### src/rtl/lab5_serial_pattern_gen.sv
// Serial pattern transmitter: captures a parallel pattern on start, shifts it out MSB-first
// with a valid strobe, then idles for GAP cycles. Define SEQ_GEN_LOOP_EN to enable retransmit via loop.
module lab5_serial_pattern_gen #(
    parameter int unsigned WIDTH = 8,
    parameter int unsigned GAP   = 2
) (
    input  logic             clk,
    input  logic             reset,
    input  logic             start,
    input  logic [WIDTH-1:0] pattern,
    input  logic             loop,
    output logic             A,
    output logic             valid,
    output logic             busy,
    output logic             done,
    output logic [7:0]       frame_cnt
);

    localparam int unsigned   BW       = $clog2(WIDTH + 1);
    localparam logic [BW-1:0] BIT_LAST = BW'(WIDTH - 1);
    localparam logic [3:0]    GAP_LAST = (GAP > 0) ? 4'(GAP - 1) : 4'd0;

    typedef enum logic [1:0] {
        S_IDLE,
        S_SHIFT,
        S_GAP
    } state_t;

    state_t           state_q, state_d;
    logic [WIDTH-1:0] shift_q, shift_d;
    logic [BW-1:0]    bit_cnt_q, bit_cnt_d;
    logic [3:0]       gap_cnt_q, gap_cnt_d;
    logic [7:0]       frame_cnt_q, frame_cnt_d;
    logic             done_q, done_d;

    logic             accept;
    logic             reload_en;
    logic [WIDTH-1:0] reload_pat;

    assign accept = (state_q == S_IDLE) && start;

`ifdef SEQ_GEN_LOOP_EN
    // Copy of the last accepted pattern; the shift register is consumed while sending.
    logic [WIDTH-1:0] pat_q;

    always_ff @(posedge clk or negedge reset) begin
        if (!reset) begin
            pat_q <= '0;
        end else if (accept) begin
            pat_q <= pattern;
        end
    end

    assign reload_en  = loop;
    assign reload_pat = pat_q;
`else
    logic unused_loop;
    assign unused_loop = loop;
    assign reload_en   = 1'b0;
    assign reload_pat  = '0;
`endif

    always_comb begin
        // NOTE: every signal gets a default before the case so no path leaves it unassigned (no latch).
        state_d     = state_q;
        shift_d     = shift_q;
        bit_cnt_d   = bit_cnt_q;
        gap_cnt_d   = gap_cnt_q;
        frame_cnt_d = frame_cnt_q;
        done_d      = 1'b0;

        case (state_q)
            S_IDLE: begin
                if (start) begin
                    shift_d   = pattern;
                    bit_cnt_d = '0;
                    state_d   = S_SHIFT;
                end
            end
            S_SHIFT: begin
                shift_d   = {shift_q[WIDTH-2:0], 1'b0};
                bit_cnt_d = bit_cnt_q + 1'b1;
                if (bit_cnt_q == BIT_LAST) begin
                    done_d      = 1'b1;
                    frame_cnt_d = frame_cnt_q + 8'd1;
                    if (GAP > 0) begin
                        gap_cnt_d = '0;
                        state_d   = S_GAP;
                    end else if (reload_en) begin
                        shift_d   = reload_pat;
                        bit_cnt_d = '0;
                    end else begin
                        state_d = S_IDLE;
                    end
                end
            end
            S_GAP: begin
                gap_cnt_d = gap_cnt_q + 4'd1;
                if (gap_cnt_q == GAP_LAST) begin
                    if (reload_en) begin
                        shift_d   = reload_pat;
                        bit_cnt_d = '0;
                        state_d   = S_SHIFT;
                    end else begin
                        state_d = S_IDLE;
                    end
                end
            end
            default: state_d = S_IDLE;
        endcase
    end

    always_ff @(posedge clk or negedge reset) begin
        if (!reset) begin
            state_q     <= S_IDLE;
            shift_q     <= '0;
            bit_cnt_q   <= '0;
            gap_cnt_q   <= '0;
            frame_cnt_q <= '0;
            done_q      <= 1'b0;
        end else begin
            // NOTE: non-blocking so every register updates from the same pre-edge values.
            state_q     <= state_d;
            shift_q     <= shift_d;
            bit_cnt_q   <= bit_cnt_d;
            gap_cnt_q   <= gap_cnt_d;
            frame_cnt_q <= frame_cnt_d;
            done_q      <= done_d;
        end
    end

    // Outputs decode registered state only, so reset drives them low immediately.
    assign A         = (state_q == S_SHIFT) && shift_q[WIDTH-1];
    assign valid     = (state_q == S_SHIFT);
    assign busy      = (state_q != S_IDLE);
    assign done      = done_q;
    assign frame_cnt = frame_cnt_q;

endmodule

### config.mk
export PLATFORM = sky130hd
export DESIGN_NAME = lab5_serial_pattern_gen
export DESIGN_NICKNAME = d
export VERILOG_FILES = /design/src/rtl/lab5_serial_pattern_gen.sv
export SDC_FILE = /design/constraint.sdc
export NUM_CORES = 1
export LEC_CHECK = 0
export CORE_MARGIN = 2
export CORE_UTILIZATION = 52
export DETAILED_ROUTE_END_ITERATION = 10
export DONT_BUFFER_PORTS = 1
export PLACE_DENSITY = 0.67
export SLEW_MARGIN = 40
export SYNTH_ARGS = -nofsm -noshare
export SYNTH_HDL_FRONTEND = slang
export SYNTH_SLANG_ARGS = --single-unit
### constraint.sdc
create_clock -name clk -period 3.8 [get_ports clk]
set_input_delay 0.95 -clock clk [delete_from_list [all_inputs] [get_ports clk]]
set_output_delay 0.95 -clock clk [all_outputs]
set_load 0.02 [all_outputs]
==> summary.md <==
| Metric | Value |
|---|---|
| Flop2flop setup slack | 2.28 ns |
| Clock network power share | 13.8% |
| Share of the core filled with cells | 56.2% |
| Layout cell share with drive strength beyond 1 | 8.00% |
| Part of the cycle the worst path needs | 66.6% |
| WL/cell | 14.8 microns |
| Initial DRT Pass Iterations | 6 |
| Die area | 0.00298 sq mm |
| CTS clk-pin slew, worst paths | 0.14 ns |
| Sw Pwr | 0.000326 W |
| Drt total wl | 2300 microns |
| Count of cell types in the netlist | 36 |
| Routed Antenna Nets | 0 |
| Synth Cell Area | 0.00133 sq mm |
| Post-synth EDFFs | 0 |
| Placed Cells | 151 |
| Worst hold-check path type | in2async |
| Finished Layout Cells | 155 |
| Synth top area cells | dfrtp_1 51%, xnor2_1 4.6%, nor2b_1 4.2%, a21oi_1 4.1%, a22oi_1 3.9% |
| Count of final max-slew check failures | 0 |
| Final min period | 2.53 ns |
| TritonCTS clock tree | yes |
| Root Driver | clkbuf_4 |
| Final Setup Violations | 0 |
| Fin. Hold Viols | 0 |
| Filler instances | 208 |
| CP Capture Type | output port |
| Via Count | 911 |
| Die Wd | 54.6 microns |
| Combinational Power Share | 33.3% |
| Ys Warns | 0 |
| Number of global-route vias before repair | 823 |
| Multi-input gate area | 612 sq um |
| IO Pins | 24 |
| CP max-delay cell | dfrtp_1 |
| Crit path DAT | 1.58 ns |
| Storage cell area | 676 sq um |
| Cell Int Power | 0.000532 W |
| Nets@finish | 142 |
| Status | finished, final reports clean |
| PD cells | 622 mW/mm^2 |
| Core Area | 0.00245 sq mm |
| Mapped Avg Cell Area | 10.7 sq um |
| Max VDD drop | 357 uV |
| Sequential share of power | 52.8% |
| LEAKAGE | 0.578 nW |
| Critical Path Stages | 3 |
| Most common cell after layout, fill and taps aside | dfrtp_1 |
| Post-synthesis sequential area ratio | 50.7% |
| Worst Skew | 0.00464 ns |
| Area Growth Syn to Fin | 3.57% |
| Total track usage | 17.9% |
| Setup_tns | 0 ns |
| Crit-path max cell delay | 0.40 ns |
| Net count after synthesis | 140 |
| Main synth FF type | dfrtp_1 |
| MaxCap Viol Count | 0 |
| Via/cell ratio | 5.88 |
| Async set-reset flop share out of synthesis | 100% |
| Clock latency on the worst-skew pair | 0.31 ns |
| Post-Syn Instances | 124 |
| Worst-path fanout max | 10 |
| Initial antenna violation count | 0 |
| Slew @ Worst Pin | 0.567 ns |
| Global-route wire length before repair | 3810 microns |
| Sw Share | 38.0% |
| WP data required | 2.85 ns |
| Most frequent cells in the layout | 27 x dfrtp_1, 11 x a21oi_1, 9 x nor2b_1, 9 x o21ai_0 |
| R2R depth | 5 |
| # rows | 18 |
| Cell accounting for the most synthesized area | dfrtp_1 |
| H-tree Lvls | 1 |
| Port bufs | 0 |
| Largest net degree at the start of global routing | 28 |
| TritonCTS Buffers | 3 |
| Clk sink count | 27 |
| CP cell instances | nand2b_1 -> clkinv_1 -> and2_1 |
| Crit path kind | reg2out |
| CP Buf/Inv Count | 1 |
| Ant diodes | 0 |
| Initial Util | 54.3% |
| Top-area cell type share of the netlist area | 50.7% |
| Congestion Overflow GR | 0 |
| Clock Path Buffers | 2 |
| Worst path top cell family by delay | simple AND/OR/NAND/NOR gates |
| Seq cells post-synth | 27 |
| Post-cts resize count | 0 |
| Crit start category | flop |
| Fmax | 395 MHz |
| CTS Hold Buffers Added | 0 |
| Post-CTS Setup Inserts | 0 |
| DRT iter0 DRCs | 16 |
| Final HPWL DP | 1600 microns |
| Die height | 54.6 microns |
| Worst slew margin | 62.1% |
| Gp weighted congestion | 0.774 |
| # DRC | 0 |
| RSZ-0062 raised after global routing | no |
==> final cells by class <==
class	instances	area share, %
sequential	27	49.0
clock buffer	4	1.90
inverter	3	0.997
tap	30	2.72
multi-input combinational	89	44.3
timing repair buffer	2	1.09
==> worst paths after layout <==
check,start,to
setup / recovery,state_q[0]$_DFFE_PN0P_,A
hold / removal,reset,frame_cnt[6]$_DFFE_PN0P_
setup reg to reg,state_q[1]$_DFFE_PN0P_,frame_cnt[1]$_DFFE_PN0P_
hold reg to reg,shift_q[0]$_DFFE_PN0P_,shift_q[0]$_DFFE_PN0P_
max in group asynchronous,reset,gap_cnt_q[0]$_DFFE_PN0P_
min in group clk,shift_q[0]$_DFFE_PN0P_,shift_q[0]$_DFFE_PN0P_
==> flip-flops by register name, indices dropped and copies added (netlist names) <==
| register | cells |
|---|---|
| frame_cnt | 8 |
| done | 1 |
| state_q | 2 |
| gap_cnt_q | 4 |
| shift_q | 8 |
| bit_cnt_q | 4 |
==> worst reg2reg max path: stages (launching register included) <==
cell,delay [ns]
dfrtp_1,0.40
buf_4,0.19
and4bb_4,0.38
nand2_4,0.08
inv_4,0.08
mux2_4,0.29
==> cells in the mapped netlist, types with 2 or more instances <==
library cell	count
and2_1	2
clkbuf_1	2
a22oi_1	7
a21oi_1	11
ha_1	4
nor2b_1	9
nand3_1	5
xnor2_1	7
a22o_1	2
nand2_1	6
o22ai_1	2
dfrtp_1	27
nand2b_1	5
o21ai_0	9
nand4_1	4
mux2i_1	2
==> cells by family after synthesis <==
group / count (synthesis) / share of synthesized area (%)
muxes: 3 / 2.63
xor gates and xnor gates: 8 / 5.26
buffers and inverters: 8 / 3.38
adders and majority gates: 4 / 3.76
DFF: 27 / 50.7
AOI/OAI and AO/OA: 35 / 15.9
and+or+nand+nor: 39 / 18.4
==> metal layers <==
| metal | wire, microns | part of all wire, % | GRT usage (%) |
|---|---|---|---|
| met1 | 1120 | 49 | 26.7 |
| met2 | 1070 | 47 | 25.4 |
| met3 | 87 | 3.8 | 3.83 |
| met4 | 17 | 0.74 | 6.25 |
| met5 | 0 | 0 | 0 |
==> power by group through the flow <==
stage	Sequential [W]	Combinational, W	Clock, W
after CTS	0.000453	0.000289	0.000124
final	0.000453	0.000286	0.000119
after floorplan	0.000445	0.000244	0
after global placement	0.000456	0.000279	0
after detailed placement	0.000460	0.000288	0
after global routing	0.000467	0.000327	0.000137
==> metrics by stage <==
stage	setup slack, ns	hold slack (ns)	instance area, sq um	power (W)
floorplan	1.69	0.467	1330	0.000689
global route	1.08	0.269	1380	0.000932
global placement	1.66	0.485	1350	0.000734
finish	1.27	0.308	1380	0.000858
CTS	1.28	0.299	1380	0.000866
detailed placement	1.65	0.494	1350	0.000748
Note: power is estimated with default switching activity, not from simulation.
